File: src/rtl/fb_sram_arbiter.sv
// ---------------------------------------------------------------------------
// fb_sram_arbiter
//
// Shares one single-port framebuffer SRAM (one access per cycle) between the
// VGA pixel fetch and two game-side clients (A = game logic, B = clear/fill
// engine), and implements double buffering on top of it:
//   - VGA always reads the front buffer, clients always touch the back buffer.
//   - A requested swap is applied only at the start of vertical sync, so the
//     displayed frame never tears.
//
// Ports
//   iCLK, iRST_N               pixel clock, asynchronous active-low reset
//   iVGA_REQ/iVGA_ADDR         display fetch strobe and word address
//   oVGA_DATA/oVGA_VALID       display read data, valid two cycles after REQ
//   iVGA_VSYNC                 active-low vertical sync
//   iX_REQ/WE/ADDR/WDATA       client request (X = A, B), held until granted
//   oX_GNT                     combinational grant
//   oX_RDATA/oX_RVALID         client read data, valid two cycles after grant
//   iSWAP_REQ                  single-cycle swap request
//   oFRONT_SEL                 front buffer index
//   oSWAP_PEND/oSWAP_DONE      swap waiting for vsync / one-cycle swap pulse
//   oSRAM_*                    SRAM pins: {buffer, word} address, data out,
//                              data in, DQ drive enable, WE_N, OE_N
// ---------------------------------------------------------------------------
module fb_sram_arbiter #(
  parameter int ADDR_W = 18,
  parameter int DATA_W = 16
) (
  input  logic              iCLK,
  input  logic              iRST_N,
  // display fetch
  input  logic              iVGA_REQ,
  input  logic [ADDR_W-1:0] iVGA_ADDR,
  output logic [DATA_W-1:0] oVGA_DATA,
  output logic              oVGA_VALID,
  input  logic              iVGA_VSYNC,
  // client A
  input  logic              iA_REQ,
  input  logic              iA_WE,
  input  logic [ADDR_W-1:0] iA_ADDR,
  input  logic [DATA_W-1:0] iA_WDATA,
  output logic              oA_GNT,
  output logic [DATA_W-1:0] oA_RDATA,
  output logic              oA_RVALID,
  // client B
  input  logic              iB_REQ,
  input  logic              iB_WE,
  input  logic [ADDR_W-1:0] iB_ADDR,
  input  logic [DATA_W-1:0] iB_WDATA,
  output logic              oB_GNT,
  output logic [DATA_W-1:0] oB_RDATA,
  output logic              oB_RVALID,
  // buffer swap
  input  logic              iSWAP_REQ,
  output logic              oFRONT_SEL,
  output logic              oSWAP_PEND,
  output logic              oSWAP_DONE,
  // SRAM
  output logic [ADDR_W:0]   oSRAM_ADDR,
  output logic [DATA_W-1:0] oSRAM_DQ_O,
  input  logic [DATA_W-1:0] iSRAM_DQ_I,
  output logic              oSRAM_DQ_OE,
  output logic              oSRAM_WE_N,
  output logic              oSRAM_OE_N
);

  // Source tags carried with each read through the pipeline.
  localparam logic [1:0] SRC_NONE = 2'd0;
  localparam logic [1:0] SRC_VGA  = 2'd1;
  localparam logic [1:0] SRC_A    = 2'd2;
  localparam logic [1:0] SRC_B    = 2'd3;

  typedef enum logic {
    SWAP_IDLE    = 1'b0,
    SWAP_PENDING = 1'b1
  } swap_state_t;

  // -------------------------------------------------------------------------
  // Arbitration
  // -------------------------------------------------------------------------
  logic rr_b_reg;   // 1: B wins a tie, 0: A wins a tie
  logic a_gnt;
  logic b_gnt;

  // VGA has no backpressure, so any fetch cycle locks both clients out.
  // Grants are also held low while reset is asserted.
  always_comb begin
    a_gnt = 1'b0;
    b_gnt = 1'b0;
    if (iRST_N && !iVGA_REQ) begin
      if (iA_REQ && (!iB_REQ || !rr_b_reg)) begin
        a_gnt = 1'b1;
      end else if (iB_REQ) begin
        b_gnt = 1'b1;
      end
    end
  end

  // After any granted client transfer the tie-break moves to the other client.
  always_ff @(posedge iCLK or negedge iRST_N) begin
    if (!iRST_N) begin
      rr_b_reg <= 1'b0;
    end else if (a_gnt) begin
      rr_b_reg <= 1'b1;
    end else if (b_gnt) begin
      rr_b_reg <= 1'b0;
    end
  end

  // -------------------------------------------------------------------------
  // Swap control
  // -------------------------------------------------------------------------
  swap_state_t state_reg;
  swap_state_t state_next;
  logic        vsync_hist_reg;
  logic        front_sel_reg;
  logic        front_sel_next;
  logic        swap_done_reg;
  logic        swap_done_next;
  logic        swap_pend;
  logic        vsync_fall;
  logic        do_swap;

  assign vsync_fall = !iVGA_VSYNC && vsync_hist_reg;
  // A request arriving on the very vsync edge swaps immediately.
  assign do_swap    = vsync_fall && ((state_reg == SWAP_PENDING) || iSWAP_REQ);

  // state register (plus the registered swap outputs and vsync history)
  always_ff @(posedge iCLK or negedge iRST_N) begin
    if (!iRST_N) begin
      state_reg      <= SWAP_IDLE;
      vsync_hist_reg <= 1'b1;
      front_sel_reg  <= 1'b0;
      swap_done_reg  <= 1'b0;
    end else begin
      state_reg      <= state_next;
      vsync_hist_reg <= iVGA_VSYNC;
      front_sel_reg  <= front_sel_next;
      swap_done_reg  <= swap_done_next;
    end
  end

  // next-state logic
  always_comb begin
    state_next = state_reg;
    unique case (state_reg)
      SWAP_IDLE: begin
        if (iSWAP_REQ && !vsync_fall) begin
          state_next = SWAP_PENDING;
        end
      end
      SWAP_PENDING: begin
        if (vsync_fall) begin
          state_next = SWAP_IDLE;
        end
      end
      default: state_next = SWAP_IDLE;
    endcase
  end

  // output logic
  always_comb begin
    front_sel_next = front_sel_reg ^ do_swap;
    swap_done_next = do_swap;
    swap_pend      = (state_reg == SWAP_PENDING);
  end

  // -------------------------------------------------------------------------
  // Issue stage
  // -------------------------------------------------------------------------
  logic [1:0]        issue_src_next;
  logic              issue_we_next;
  logic [ADDR_W:0]   issue_addr_next;
  logic [DATA_W-1:0] issue_wdata_next;

  logic [ADDR_W:0]   sram_addr_reg;
  logic [DATA_W-1:0] sram_dq_o_reg;
  logic              sram_dq_oe_reg;
  logic              sram_we_n_reg;
  logic              sram_oe_n_reg;
  logic [1:0]        tag_reg;

  // The buffer bit comes from the front selection at the request edge, so an
  // access in the swap cycle still targets the pre-swap buffer.
  always_comb begin
    issue_src_next   = SRC_NONE;
    issue_we_next    = 1'b0;
    issue_addr_next  = sram_addr_reg;
    issue_wdata_next = sram_dq_o_reg;
    if (iVGA_REQ) begin
      issue_src_next  = SRC_VGA;
      issue_addr_next = {front_sel_reg, iVGA_ADDR};
    end else if (a_gnt) begin
      issue_src_next  = SRC_A;
      issue_we_next   = iA_WE;
      issue_addr_next = {~front_sel_reg, iA_ADDR};
      if (iA_WE) begin
        issue_wdata_next = iA_WDATA;
      end
    end else if (b_gnt) begin
      issue_src_next  = SRC_B;
      issue_we_next   = iB_WE;
      issue_addr_next = {~front_sel_reg, iB_ADDR};
      if (iB_WE) begin
        issue_wdata_next = iB_WDATA;
      end
    end
  end

  always_ff @(posedge iCLK or negedge iRST_N) begin
    if (!iRST_N) begin
      sram_addr_reg  <= '0;
      sram_dq_o_reg  <= '0;
      sram_dq_oe_reg <= 1'b0;
      sram_we_n_reg  <= 1'b1;
      sram_oe_n_reg  <= 1'b1;
      tag_reg        <= SRC_NONE;
    end else begin
      sram_addr_reg  <= issue_addr_next;
      sram_dq_o_reg  <= issue_wdata_next;
      sram_dq_oe_reg <= (issue_src_next != SRC_NONE) && issue_we_next;
      sram_we_n_reg  <= !((issue_src_next != SRC_NONE) && issue_we_next);
      sram_oe_n_reg  <= !((issue_src_next != SRC_NONE) && !issue_we_next);
      // only reads need a tag; writes return nothing
      tag_reg        <= issue_we_next ? SRC_NONE : issue_src_next;
    end
  end

  // -------------------------------------------------------------------------
  // Read return: one capture register per source (0 = VGA, 1 = A, 2 = B).
  // Data is sampled at the end of the issue cycle; RDATA holds otherwise.
  // -------------------------------------------------------------------------
  for (genvar gi = 0; gi < 3; gi++) begin : ret_gen
    logic [DATA_W-1:0] data_reg;
    logic              valid_reg;
    logic              hit;

    assign hit = (tag_reg == 2'(gi + 1));

    always_ff @(posedge iCLK or negedge iRST_N) begin
      if (!iRST_N) begin
        data_reg  <= '0;
        valid_reg <= 1'b0;
      end else begin
        valid_reg <= hit;
        if (hit) begin
          data_reg <= iSRAM_DQ_I;
        end
      end
    end
  end

  // -------------------------------------------------------------------------
  // Outputs
  // -------------------------------------------------------------------------
  assign oA_GNT      = a_gnt;
  assign oB_GNT      = b_gnt;

  assign oVGA_DATA   = ret_gen[0].data_reg;
  assign oVGA_VALID  = ret_gen[0].valid_reg;
  assign oA_RDATA    = ret_gen[1].data_reg;
  assign oA_RVALID   = ret_gen[1].valid_reg;
  assign oB_RDATA    = ret_gen[2].data_reg;
  assign oB_RVALID   = ret_gen[2].valid_reg;

  assign oFRONT_SEL  = front_sel_reg;
  assign oSWAP_PEND  = swap_pend;
  assign oSWAP_DONE  = swap_done_reg;

  assign oSRAM_ADDR  = sram_addr_reg;
  assign oSRAM_DQ_O  = sram_dq_o_reg;
  assign oSRAM_DQ_OE = sram_dq_oe_reg;
  assign oSRAM_WE_N  = sram_we_n_reg;
  assign oSRAM_OE_N  = sram_oe_n_reg;

endmodule

File: config.mk
export PLATFORM = sky130hd
export DESIGN_NAME = fb_sram_arbiter
export DESIGN_NICKNAME = d
export VERILOG_FILES = /design/src/rtl/fb_sram_arbiter.sv
export SDC_FILE = /design/constraint.sdc
export NUM_CORES = 1
export LEC_CHECK = 0
export CAP_MARGIN = 20
export CORE_MARGIN = 2
export CORE_UTILIZATION = 38
export CTS_BUF_LIST = sky130_fd_sc_hd__clkbuf_2 sky130_fd_sc_hd__clkbuf_4 sky130_fd_sc_hd__clkbuf_8
export DETAILED_ROUTE_END_ITERATION = 7
export PLACE_DENSITY = 0.81
export SETUP_SLACK_MARGIN = 0.05
export SYNTH_ARGS = -nofsm -noshare
export SYNTH_HDL_FRONTEND = slang
export SYNTH_SLANG_ARGS = --single-unit
File: constraint.sdc
create_clock -name iCLK -period 1.55 [get_ports iCLK]
set_clock_uncertainty 0.1 [all_clocks]
set_input_delay 0.31 -clock iCLK [delete_from_list [all_inputs] [get_ports iCLK]]
set_output_delay 0.31 -clock iCLK [all_outputs]
set_load 0.02 [all_outputs]
== After elaboration in Yosys (flattened, before gate mapping) ==
Cells that the tools add are included.
Operators by class
  equality and inequality tests: 4
  mux-type cells: 24
  bitwise logic cells: 4
  reduce and logical (&&, ||, !) cells: 22
Operators by type and width (number)
  $mux W16: 4
  $mux W19: 3
  $mux W1: 12
  $logic_not A1 Y1: 8
  $mux W2: 4
  $logic_and A1 B1 Y1: 7
  $reduce_bool A2 Y1: 3
  $eq A2 B2 Y1 const B: 2
  $reduce_and A4 Y1: 1
  $not A1 Y1: 3
  $reduce_bool A3 Y1: 1
  $eq A2 B1 Y1 const B: 1
  $logic_or A1 B1 Y1: 2
  $ne A2 B2 Y1 const B: 1
  $pmux W1 S2: 1
  $xor A1 B1 Y1: 1
Storage, ports and cells
  bits in registers: 96
  input bits: 111
  output and inout bits: 94
  logic and storage cells: 71

== Logic depth before layout (Yosys ltp) ==
Gate-level depths: netlist of the first run.
  depth in word-level cells: 11
  depth in mapped cells: 6
  gate-level depth less buffers: 3

== Least setup slack after synthesis of the first run ==
No wires, ideal clock.
  path kind: register -> output
  start point: reg rr_b_reg
  end point: out oA_GNT
  arrival time: 1240 ps
  required time: 1140 ps
  path slack: -100 ps
  cell stages (with the launch flop): 5
  path buffers: 2
  cell sequence: dfrtp_1 a21boi_0 buf_2 buf_2 and2_1
On the way
  word-level cells in the longest chain between the ends: 5
RTL lines
  start: declaration: RTL line 81  | logic rr_b_reg;
  start signal: assignment: RTL line 102  | rr_b_reg <= 1'b0;
  start signal: assignment: RTL line 104  | rr_b_reg <= 1'b1;
  start signal: assignment: RTL line 106  | rr_b_reg <= 1'b0;
  $logic_not A1 Y1: RTL line 91  | if (iA_REQ && (!iB_REQ || !rr_b_reg)) begin
  $logic_or A1 B1 Y1: RTL line 91
  $logic_and A1 B1 Y1: RTL line 91
  $mux W1: RTL line 91
  $mux W1: RTL line 90  | if (iRST_N && !iVGA_REQ) begin
  end: declaration: RTL line 42  | output logic oA_GNT,
Every way passes these cells.

== Worst setup path after layout of the first run ==
  start point: reg rr_b_reg
  end point: out oB_GNT
On the way
  word-level cells in the longest chain between the ends: 5
RTL lines
  $logic_not A1 Y1: RTL line 91
  $logic_or A1 B1 Y1: RTL line 91
  $logic_and A1 B1 Y1: RTL line 91
  $mux W1: RTL line 91
  $mux W1: RTL line 90
  end: declaration: RTL line 50  | output logic oB_GNT,
Every way passes these cells.

==> flow_summary_export.csv, run 1 <==
group,metric,value,unit
yosys,ys_types,33,
yosys,synth_top_cell_area_share,54.3,%
floorplanning,core_area,10900,µm²
place,gp_congestion,0.854,
detailed_routing,routedWlPerCell,18.4,µm
yosys,syn_inst,364,
global_route,antenna_found_initial,1,
floorplanning,die_w,110,µm
power,p_leak,3.06,nW
power,pwr-share-clk,23.3,%
cts,cts_sinks,96,
yosys,netlist_top_cells_area,"dfrtp_1 54%, mux2_2 13%, nor3_1 5.8%, mux2i_1 4.7%, nand3b_1 3.3%",
place,place_hpwl,9.14,mm
yosys,ys_top_cells_by_count,"93 x dfrtp_1, 50 x nor3_1, 48 x mux2_2",
yosys,synth-async-reset-ratio,100,%
cts,clk_latency,0.34,ns
cts,cts_hold_buffers,1,
detailed_routing,antenna_left,0,
sta,tightest_slew,0.861,ns
power,p_int,0.00516,W
sta,setup_tns,-0.662,ns
floorplanning,rows,38,
yosys,yosys.area.top_type,"dfrtp_1",
sta,post-route-period-util,109,%
setup_path,startpoint_type,"flip-flop",
sta,hold_viol_final,24,
cts,cts.htree.levels,3,
yosys,synthXorXnorAreaFrac,0.204,%
sta,holdWs,-0.0167,ns
global_route,grt_max_degree,70,
floorplanning,die_h,110,µm
yosys,synth_top_family_by_area,"multiplexers",
yosys,synthMuxAreaShare,17.3,%
sta,slew_headroom,42.6,%
sta,drv_slew,0,
layout,fin_cells,729,
yosys,netlist_area,4290,µm²
yosys,synth_ff_type,"dfrtp_1",
setup_path,reg2reg_slack,-0.07,ns
layout,utilization,65.1,%
layout,final_area,7120,µm²
cts,cts_made_buffers,9,
setup_path,path_cells,"nor2b_4, and3b_1, buf_6",
setup_path,cp_slowest_stage_delay,0.45,ns
detailed_routing,drt_wl_total,13.4,mm
yosys,yosys_warnings,0,
layout,layout.nets,694,
floorplanning,ios,205,
setup_path,crit_type,"reg -> out",
flow_run,maxCapViolations,0,
sta,rsz0062_at_grt,"yes",
sta,fmax,594,MHz
global_route,grt_use_total,20.4,%
power,power_switching,0.00251,W
place,port_buffers,204,
layout,largest_reg_flops,19,
place,place_ws,-0.617,ns
yosys,yosysMostFrequentCell,"dfrtp_1",
setup_path,r2r_cells,6,
power,p_per_area,1080,nW/µm²
detailed_routing,vias,3861,
setup_path,rr_endpoint,"oSRAM_DQ_O[14]",
setup_path,worstPathRequired,1.14,ns
cts,cts-root-buf,"clkbuf_8",
detailed_routing,viasPerCell,5.30,
sta,setup_ws,-0.133,ns
detailed_routing,drtIter0Drc,190,
global_route,grt_pass1_vias,3802,
detailed_routing,first_pass_iters,4,
layout,drive_above_1_share,30.1,%
layout,area_growth,66.0,%
outcome,status,"finished, violations left",
power,p_sw_share,32.7,%
cts,clk_path_buf_depth,2,
setup_path,r2r_start,"rr_b_reg",
global_route,overflow,0,
sta,finalSetupViolCount,17,
setup_path,arrival,1.27,ns
sta,final.min_clock_period,1.68,ns
place,placed_area,6650,µm²
outcome,violations,"hold timing, setup timing",
global_route,grt_pass1_wl,19.2,mm
yosys,ys_seq_area_share,56.1,%
detailed_routing,drc,0,
yosys,syn-num-nets,475,
setup_path,crit_fanout,3,
power,ir_drop,0.519,mV
yosys,synth-simple-area-share,13.9,%
place,dp_cells,703,
floorplanning,design.die.area,12200,µm²
cts,cts.clk_slew.worst_paths,0.10,ns
setup_path,cp-end-kind,"output port",
setup_path,slowest_stage,"dfrtp_2",
yosys,synth_compound_area_share,7.32,%
hold_path,hold_class,"in -> async",
yosys,synth.ff_latch_count,96,
yosys,synthAdderAreaFrac,0,%
cts,cts_tree,"built",
power,pwr-share-comb,34.4,%
yosys,syn_area_per_cell,11.8,µm²
yosys,synth-edff-count,0,
layout,fillers,854,
power,power_frac_seq,42.2,%
floorplanning,initial_core_util,39.2,%
kinds of logic after synthesis:
group / Yosys count
flops: 96
simple gates: 104
xor+xnor: 1
mux: 68
compound gates: 43
buf+inv: 52
power by group through the flow:
stage	clock network, W	registers, W	logic (W)
2_1_floorplan	0	0.00381	0.000671
3_3_place_gp	0	0.00326	0.00271
3_5_place_dp	0	0.00328	0.00277
4_1_cts	0.00183	0.00323	0.00249
5_1_grt	0.00193	0.00329	0.00282
6_report	0.00179	0.00324	0.00264
stage by stage:
step	power (W)	hold WS, ns
CTS	0.00755	0.0133
floorplan	0.00448	-0.0856
global route	0.00804	-0.00672
finish	0.00767	-0.0167
global placement	0.00596	0.125
detailed placement	0.00605	0.124
placed cells by master, fill, tap and decap left out, drive strengths merged:
cell,Yosys,layout
a21bo,1,1
a21boi,1,1
a21o,1,1
a21oi,2,2
a311oi,16,16
a31oi,19,19
and2,1,1
and2b,1,1
and3b,1,1
buf,15,37
bufinv,0,2
clkbuf,16,37
clkdlybuf4s15,0,57
clkdlybuf4s50,0,106
clkinv,0,3
dfrtp,93,93
dfstp,3,3
diode,0,1
dlygate4sd2,0,9
dlygate4sd3,0,1
dlymetal6s2s,0,1
inv,21,23
mux2,48,48
mux2i,20,20
nand2,2,2
nand2b,1,1
nand3,19,19
nand3b,19,19
nand4b,1,1
nor2,4,4
nor2b,2,2
nor3,50,50
nor3b,1,1
nor4,1,1
o211ai,1,1
o21a,1,1
o21ai,1,1
or2,1,1
xnor2,1,1
worst max path at each step:
| stage | start | endpoint | slack [ns] | depth (start not counted) |
|---|---|---|---|---|
| floorplan | rr_b_reg | oA_GNT | -0.002 | 4 |
| global placement | iA_REQ | oA_GNT | -0.61 | 4 |
| detailed placement | iA_REQ | oA_GNT | -0.62 | 4 |
| CTS | rr_b_reg | oB_GNT | -0.14 | 3 |
| global route | rr_b_reg | oB_GNT | -0.18 | 3 |
| finish | rr_b_reg | oB_GNT | -0.13 | 3 |
layout make-up:
class	instances	area, µm²	share of cell area, %
Clock buffer	9	124	1.74
Sequential cell	96	2410	33.8
Inverter	21	78.8	1.11
Tap cell	140	175	2.46
Multi-Input combinational cell	216	1880	26.4
Timing Repair Buffer	239	2360	33.1
Clock inverter	7	92.6	1.30
Antenna cell	1	2.50	0.0351
metal layers:
layer | track usage, % | vias to the layer above | routed length [µm]
met2 | 34.2 | 174 | 6650
met3 | 4.17 | 23 | 1090
met4 | 7.14 | 0 | 272
met1 | 26.2 | 1898 | 5390
met5 | 0 | - | 0
li1 | - | 1766 | -
critical path: cells and delay by family (launching register included):
kind	cells	cell delay [ns]
AND/OR/NAND/NOR	2	0.34
flip-flops	1	0.45
buffers and inverters	1	0.14
repair_timing:
| item | CTS | global route |
|---|---|---|
| setup buffers | 1 | 4 |
| setup endpoints to repair | 115 | 103 |
| pin swaps | 1 | 26 |
| cloned | 0 | 3 |
| gates resized for setup | 151 | 124 |
| hold endpoints to repair | 1 | 17 |
Note: power is estimated with default switching activity, not from simulation.
==> inputs of run 2 (changes only) <==
Settings changed: CORE_MARGIN 2 to 5.
==> run 2 against run 1 <==
- the flow finishes with violations (setup timing)
- count of clock-buffer cells in the layout up 1
- critical path type unchanged
- total power down 5.2%
- utilization down 1.9 points
- first-iteration DRC count down 7.4%
- sequential share of layout area up 1.0 points
- combinational power down 3%
- hold slack better by 0.032 ns
- global-route usage down 1.9 points
- final cell count down 0.27%
- via count down 2.2%
- flip-flop and latch count unchanged
- critical endpoint unchanged
- die area up 11%
==> flow_summary_export.csv, run 2 (synthesis gave the netlist of run 1 again) <==
group,metric,value,unit
power,p_leak,3.00,nW
power,p_int,0.00480,W
flow_run,maxCapViolations,0,
global_route,grt_use_total,18.5,%
sta,drv_slew,0,
cts,cts_tree,"built",
floorplanning,die_h,116,µm
power,pwr-share-comb,35.4,%
cts,cts_hold_buffers,0,
detailed_routing,routedWlPerCell,18.2,µm
cts,clk_latency,0.34,ns
setup_path,crit_type,"reg -> out",
cts,clk_path_buf_depth,2,
floorplanning,die_w,116,µm
global_route,antenna_found_initial,1,
cts,cts.clk_slew.worst_paths,0.09,ns
layout,area_growth,61.2,%
setup_path,cp-end-kind,"output port",
detailed_routing,viasPerCell,5.20,
power,ir_drop,0.546,mV
cts,cts_sinks,96,
detailed_routing,first_pass_iters,4,
floorplanning,design.die.area,13500,µm²
global_route,grt_pass1_vias,3880,
place,placed_area,6670,µm²
detailed_routing,antenna_left,0,
sta,finalSetupViolCount,2,
setup_path,worstPathRequired,1.14,ns
detailed_routing,vias,3777,
layout,most-common-layout-cells,"105 x clkdlybuf4s50_1, 93 x dfrtp_1, 48 x mux2_2",
hold_path,hold_class,"in -> async",
cts,cts.htree.levels,3,
sta,fmax,589,MHz
sta,tightest_slew,0.822,ns
cts,cts-root-buf,"clkbuf_8",
layout,final_area,6910,µm²
layout,insertedDiodeCount,0,
detailed_routing,drt_wl_total,13.2,mm
detailed_routing,drc,0,
sta,post-route-period-util,110,%
global_route,overflow,0,
setup_path,crit_fanout,3,
sta,slew_headroom,45.2,%
place,place_hpwl,9.70,mm
power,p_per_area,1050,nW/µm²
cts,cts_made_buffers,9,
place,port_buffers,204,
layout,final_common_cell,"clkdlybuf4s50_1",
layout,fillers,865,
sta,hold_viol_final,0,
global_route,grt_max_degree,70,
global_route,grt_pass1_wl,19.7,mm
outcome,status,"finished, violations left",
sta,final.min_clock_period,1.70,ns
power,power_frac_seq,44.4,%
power,power_switching,0.00247,W
layout,layout.nets,693,
power,p_sw_share,34.0,%
sta,setup_ws,-0.149,ns
layout,largest_reg_flops,19,
detailed_routing,drtIter0Drc,176,
setup_path,startpoint_type,"flip-flop",
place,gp_congestion,0.878,
power,pwr-share-clk,20.2,%
floorplanning,ios,205,
floorplanning,initial_core_util,39.2,%
power,p_total,0.00727,W
setup_path,arrival,1.29,ns
floorplanning,core_area,10900,µm²
layout,drive_above_1_share,31.9,%
sta,rsz0062_at_grt,"yes",
outcome,violations,"setup timing",
floorplanning,rows,38,
run 2: repair_timing:
action	4_1_cts	5_1_grt
gates resized for setup	158	116
pin swaps	3	11
setup buffers	3	3
cloned	0	1
endpoints found under the setup margin	120	86
run 2: final cells by class:
cell class | instances | area (µm²) | area share (%)
Sequential cell | 96 | 2410 | 34.8
Timing Repair Buffer | 238 | 2220 | 32.1
Multi-Input combinational cell | 216 | 1860 | 26.9
Tap cell | 140 | 175 | 2.53
Clock buffer | 10 | 131 | 1.90
Inverter | 21 | 78.8 | 1.14
Clock inverter | 6 | 42.5 | 0.615
run 2: metrics by stage:
stage	setup TNS (ns)	setup slack, ns	instances	util (%)	hold slack, ns
after detailed placement	-17.58	-0.636	705	61.0	0.395
after floorplan	-0.00235	-0.00235	364	-	-0.0856
after global routing	-0.391	-0.210	727	63.2	0.0336
after CTS	-0.311	-0.199	724	62.3	0.00123
after global placement	-15.73	-0.639	705	61.0	0.386
final	-0.243	-0.149	727	63.2	0.0151
run 2: critical path: stages (launching register included):
cell and delay [ns]:
dfrtp_1 0.44, nor2b_2 0.14, and3b_2 0.23, buf_6 0.13
run 2: path summary, 6_finish.rpt:
path / startpoint / to / slack (ns) / cells after the start
worst min register to register: oA_RDATA[4] / oA_RDATA[4] / 0.41 / 1
worst max register to register: rr_b_reg / oSRAM_DQ_O[5] / 0.01 / 5
worst max-delay path: rr_b_reg / oB_GNT / -0.15 / 3
worst min-delay path: iRST_N / rr_b_reg / 0.02 / 3
min in group iCLK: iVGA_REQ / oSRAM_OE_N / 0.19 / 3
max in group asynchronous: iRST_N / oVGA_DATA[11] / 0.60 / 3
run 2: per-layer routing:
| layer | GRT usage, % | wire length, µm | vias up |
|---|---|---|---|
| met5 | 0 | 7 | - |
| met4 | 6.26 | 316 | 2 |
| met1 | 23.4 | 5160 | 1818 |
| li1 | - | - | 1761 |
| met2 | 30.3 | 6610 | 170 |
| met3 | 5.49 | 1150 | 26 |
run 2: power by group through the flow:
stage | combinational, W | sequential, W | clock (W)
CTS | 0.00254 | 0.00323 | 0.00151
finish | 0.00257 | 0.00323 | 0.00147
global route | 0.00274 | 0.00330 | 0.00162
global placement | 0.00273 | 0.00326 | 0
detailed placement | 0.00278 | 0.00328 | 0
floorplan | 0.000671 | 0.00381 | 0
==> inputs of run 3 (changes only) <==
Settings changed: CAP_MARGIN 20 to not set, RECOVER_POWER set to 25.
==> run 3 against run 2 <==
- hold slack improved by 0.17 ns
- final cell count is the same
- final area down 0.40%
- global-route usage is the same
- routed wire length increased by 0.14%
- total power about the same
- flip-flop and latch count unchanged
- setup slack better by 0.0048 ns
- largest power group unchanged
- count of clock-buffer cells in the layout stayed put
- sequential share of layout area grew 0.14 points
- the flow still finishes with violations (setup timing)
- fmax is 0.28% higher
- first-iteration DRC count is 11% lower
==> flow_summary_export.csv, run 3 (synthesis gave the netlist of run 1 again) <==
group,metric,value,unit
setup_path,crit_fanout,3,
cts,cts_tree,"built",
detailed_routing,first_pass_iters,4,
cts,cts_made_buffers,9,
power,p_total,0.00727,W
place,gp_congestion,0.878,
global_route,grt_pass1_vias,3880,
floorplanning,ios,205,
floorplanning,die_h,116,µm
place,dp_cells,705,
layout,most-common-layout-cells,"104 x clkdlybuf4s50_1, 93 x dfrtp_1, 48 x mux2_2",
layout,area_growth,60.5,%
place,place_hpwl,9.70,mm
cts,clk_latency,0.34,ns
detailed_routing,vias,3791,
sta,setup_ws,-0.144,ns
power,p_per_area,1060,nW/µm²
layout,largest_reg_flops,19,
detailed_routing,viasPerCell,5.21,
sta,slew_headroom,40.6,%
setup_path,crit_type,"reg -> out",
detailed_routing,drtIter0Drc,156,
cts,cts.clk_slew.worst_paths,0.09,ns
global_route,grt_use_total,18.5,%
layout,drive_above_1_share,31.3,%
detailed_routing,antenna_left,0,
global_route,grt_pass1_wl,19.7,mm
outcome,status,"finished, violations left",
sta,hold_viol_final,0,
floorplanning,die_w,116,µm
layout,fillers,868,
hold_path,hold_class,"in -> reg",
setup_path,r2r_cells,5,
cts,cts-root-buf,"clkbuf_8",
floorplanning,initial_core_util,39.2,%
setup_path,worstPathRequired,1.14,ns
sta,rsz0062_at_grt,"yes",
cts,cts_hold_buffers,0,
setup_path,slowest_stage,"dfrtp_1",
sta,finalSetupViolCount,2,
detailed_routing,drc,0,
sta,final.min_clock_period,1.69,ns
layout,layout.nets,693,
layout,final_common_cell,"clkdlybuf4s50_1",
flow_run,maxCapViolations,0,
layout,final_area,6890,µm²
sta,tightest_slew,0.890,ns
cts,cts_sinks,96,
sta,drv_slew,0,
place,placed_area,6670,µm²
floorplanning,core_area,10900,µm²
setup_path,rr_endpoint,"oSRAM_DQ_O[5]",
floorplanning,rows,38,
setup_path,cp_slowest_stage_delay,0.43,ns
floorplanning,design.die.area,13500,µm²
sta,holdWs,0.190,ns
global_route,overflow,0,
power,p_leak,2.99,nW
sta,post-route-period-util,109,%
global_route,antenna_found_initial,1,
power,ir_drop,0.547,mV
cts,clk_path_buf_depth,2,
setup_path,startpoint_type,"flip-flop",
outcome,violations,"setup timing",
setup_path,r2r_start,"rr_b_reg",
layout,insertedDiodeCount,0,
setup_path,reg2reg_slack,0.02,ns
setup_path,critPathCapture,"oB_GNT",
setup_path,cp-end-kind,"output port",
sta,fmax,590,MHz
detailed_routing,drt_wl_total,13.3,mm
cts,cts.htree.levels,3,
setup_path,path_cells,"nor2b_2, and3b_2, buf_6",
setup_path,crit_start,"rr_b_reg",
place,port_buffers,204,
detailed_routing,routedWlPerCell,18.2,µm
layout,fin_cells,727,
setup_path,arrival,1.28,ns
global_route,grt_max_degree,70,
[run 3: critical path, delay by kind of cell (launching register included)]
family | cells | cell delay (ns)
buf+inv | 1 | 0.13
flops | 1 | 0.43
simple gates | 2 | 0.37
[run 3: cell type report]
class	instances	area (µm²)	area share [%]
Multi-Input combinational cell	216	1860	27.0
Clock buffer	10	131	1.91
Sequential cell	96	2410	34.9
Inverter	21	78.8	1.14
Tap cell	140	175	2.54
Timing Repair Buffer	238	2190	31.9
Clock inverter	6	42.5	0.618
[run 3: per-layer routing]
| layer | track usage (%) | routed length, µm | vias to the layer above |
|---|---|---|---|
| met4 | 6.26 | 321 | 2 |
| met3 | 5.49 | 1130 | 27 |
| met5 | 0 | 7 | - |
| met1 | 23.4 | 5240 | 1841 |
| li1 | - | - | 1760 |
| met2 | 30.3 | 6570 | 161 |
[run 3: worst min path at each step]
| stage | start | endpoint | slack, ns | cells past startpoint |
|---|---|---|---|---|
| floorplan | iRST_N | oA_RDATA[0] | -0.09 | 0 |
| global placement | iRST_N | rr_b_reg | 0.39 | 3 |
| detailed placement | iRST_N | rr_b_reg | 0.40 | 3 |
| CTS | iRST_N | rr_b_reg | 0.001 | 3 |
| global route | iVGA_REQ | tag_reg[1] | 0.17 | 3 |
| finish | iVGA_REQ | tag_reg[1] | 0.19 | 3 |
[run 3: what timing repair did]
| action | in CTS | in global routing |
|---|---|---|
| pin swaps | 3 | 11 |
| resized for setup | 158 | 116 |
| gates cloned | 0 | 1 |
| setup buffers | 3 | 3 |
| endpoints found under the setup margin | 120 | 86 |
[run 3: where the power goes]
part | internal, W | switching, W
clock | 0.000608 | 0.000865
sequential | 0.00297 | 0.000262
combinational | 0.00122 | 0.00135
total | 0.00479 | 0.00247
[run 3: metrics by stage]
step | utilization (%) | worst slack [ns] | TNS, ns
2_1_floorplan | - | -0.00235 | -0.00235
3_3_place_gp | 61.0 | -0.639 | -15.73
3_5_place_dp | 61.0 | -0.636 | -17.58
4_1_cts | 62.3 | -0.199 | -0.311
5_1_grt | 63.0 | -0.210 | -0.659
6_report | 63.0 | -0.144 | -0.231
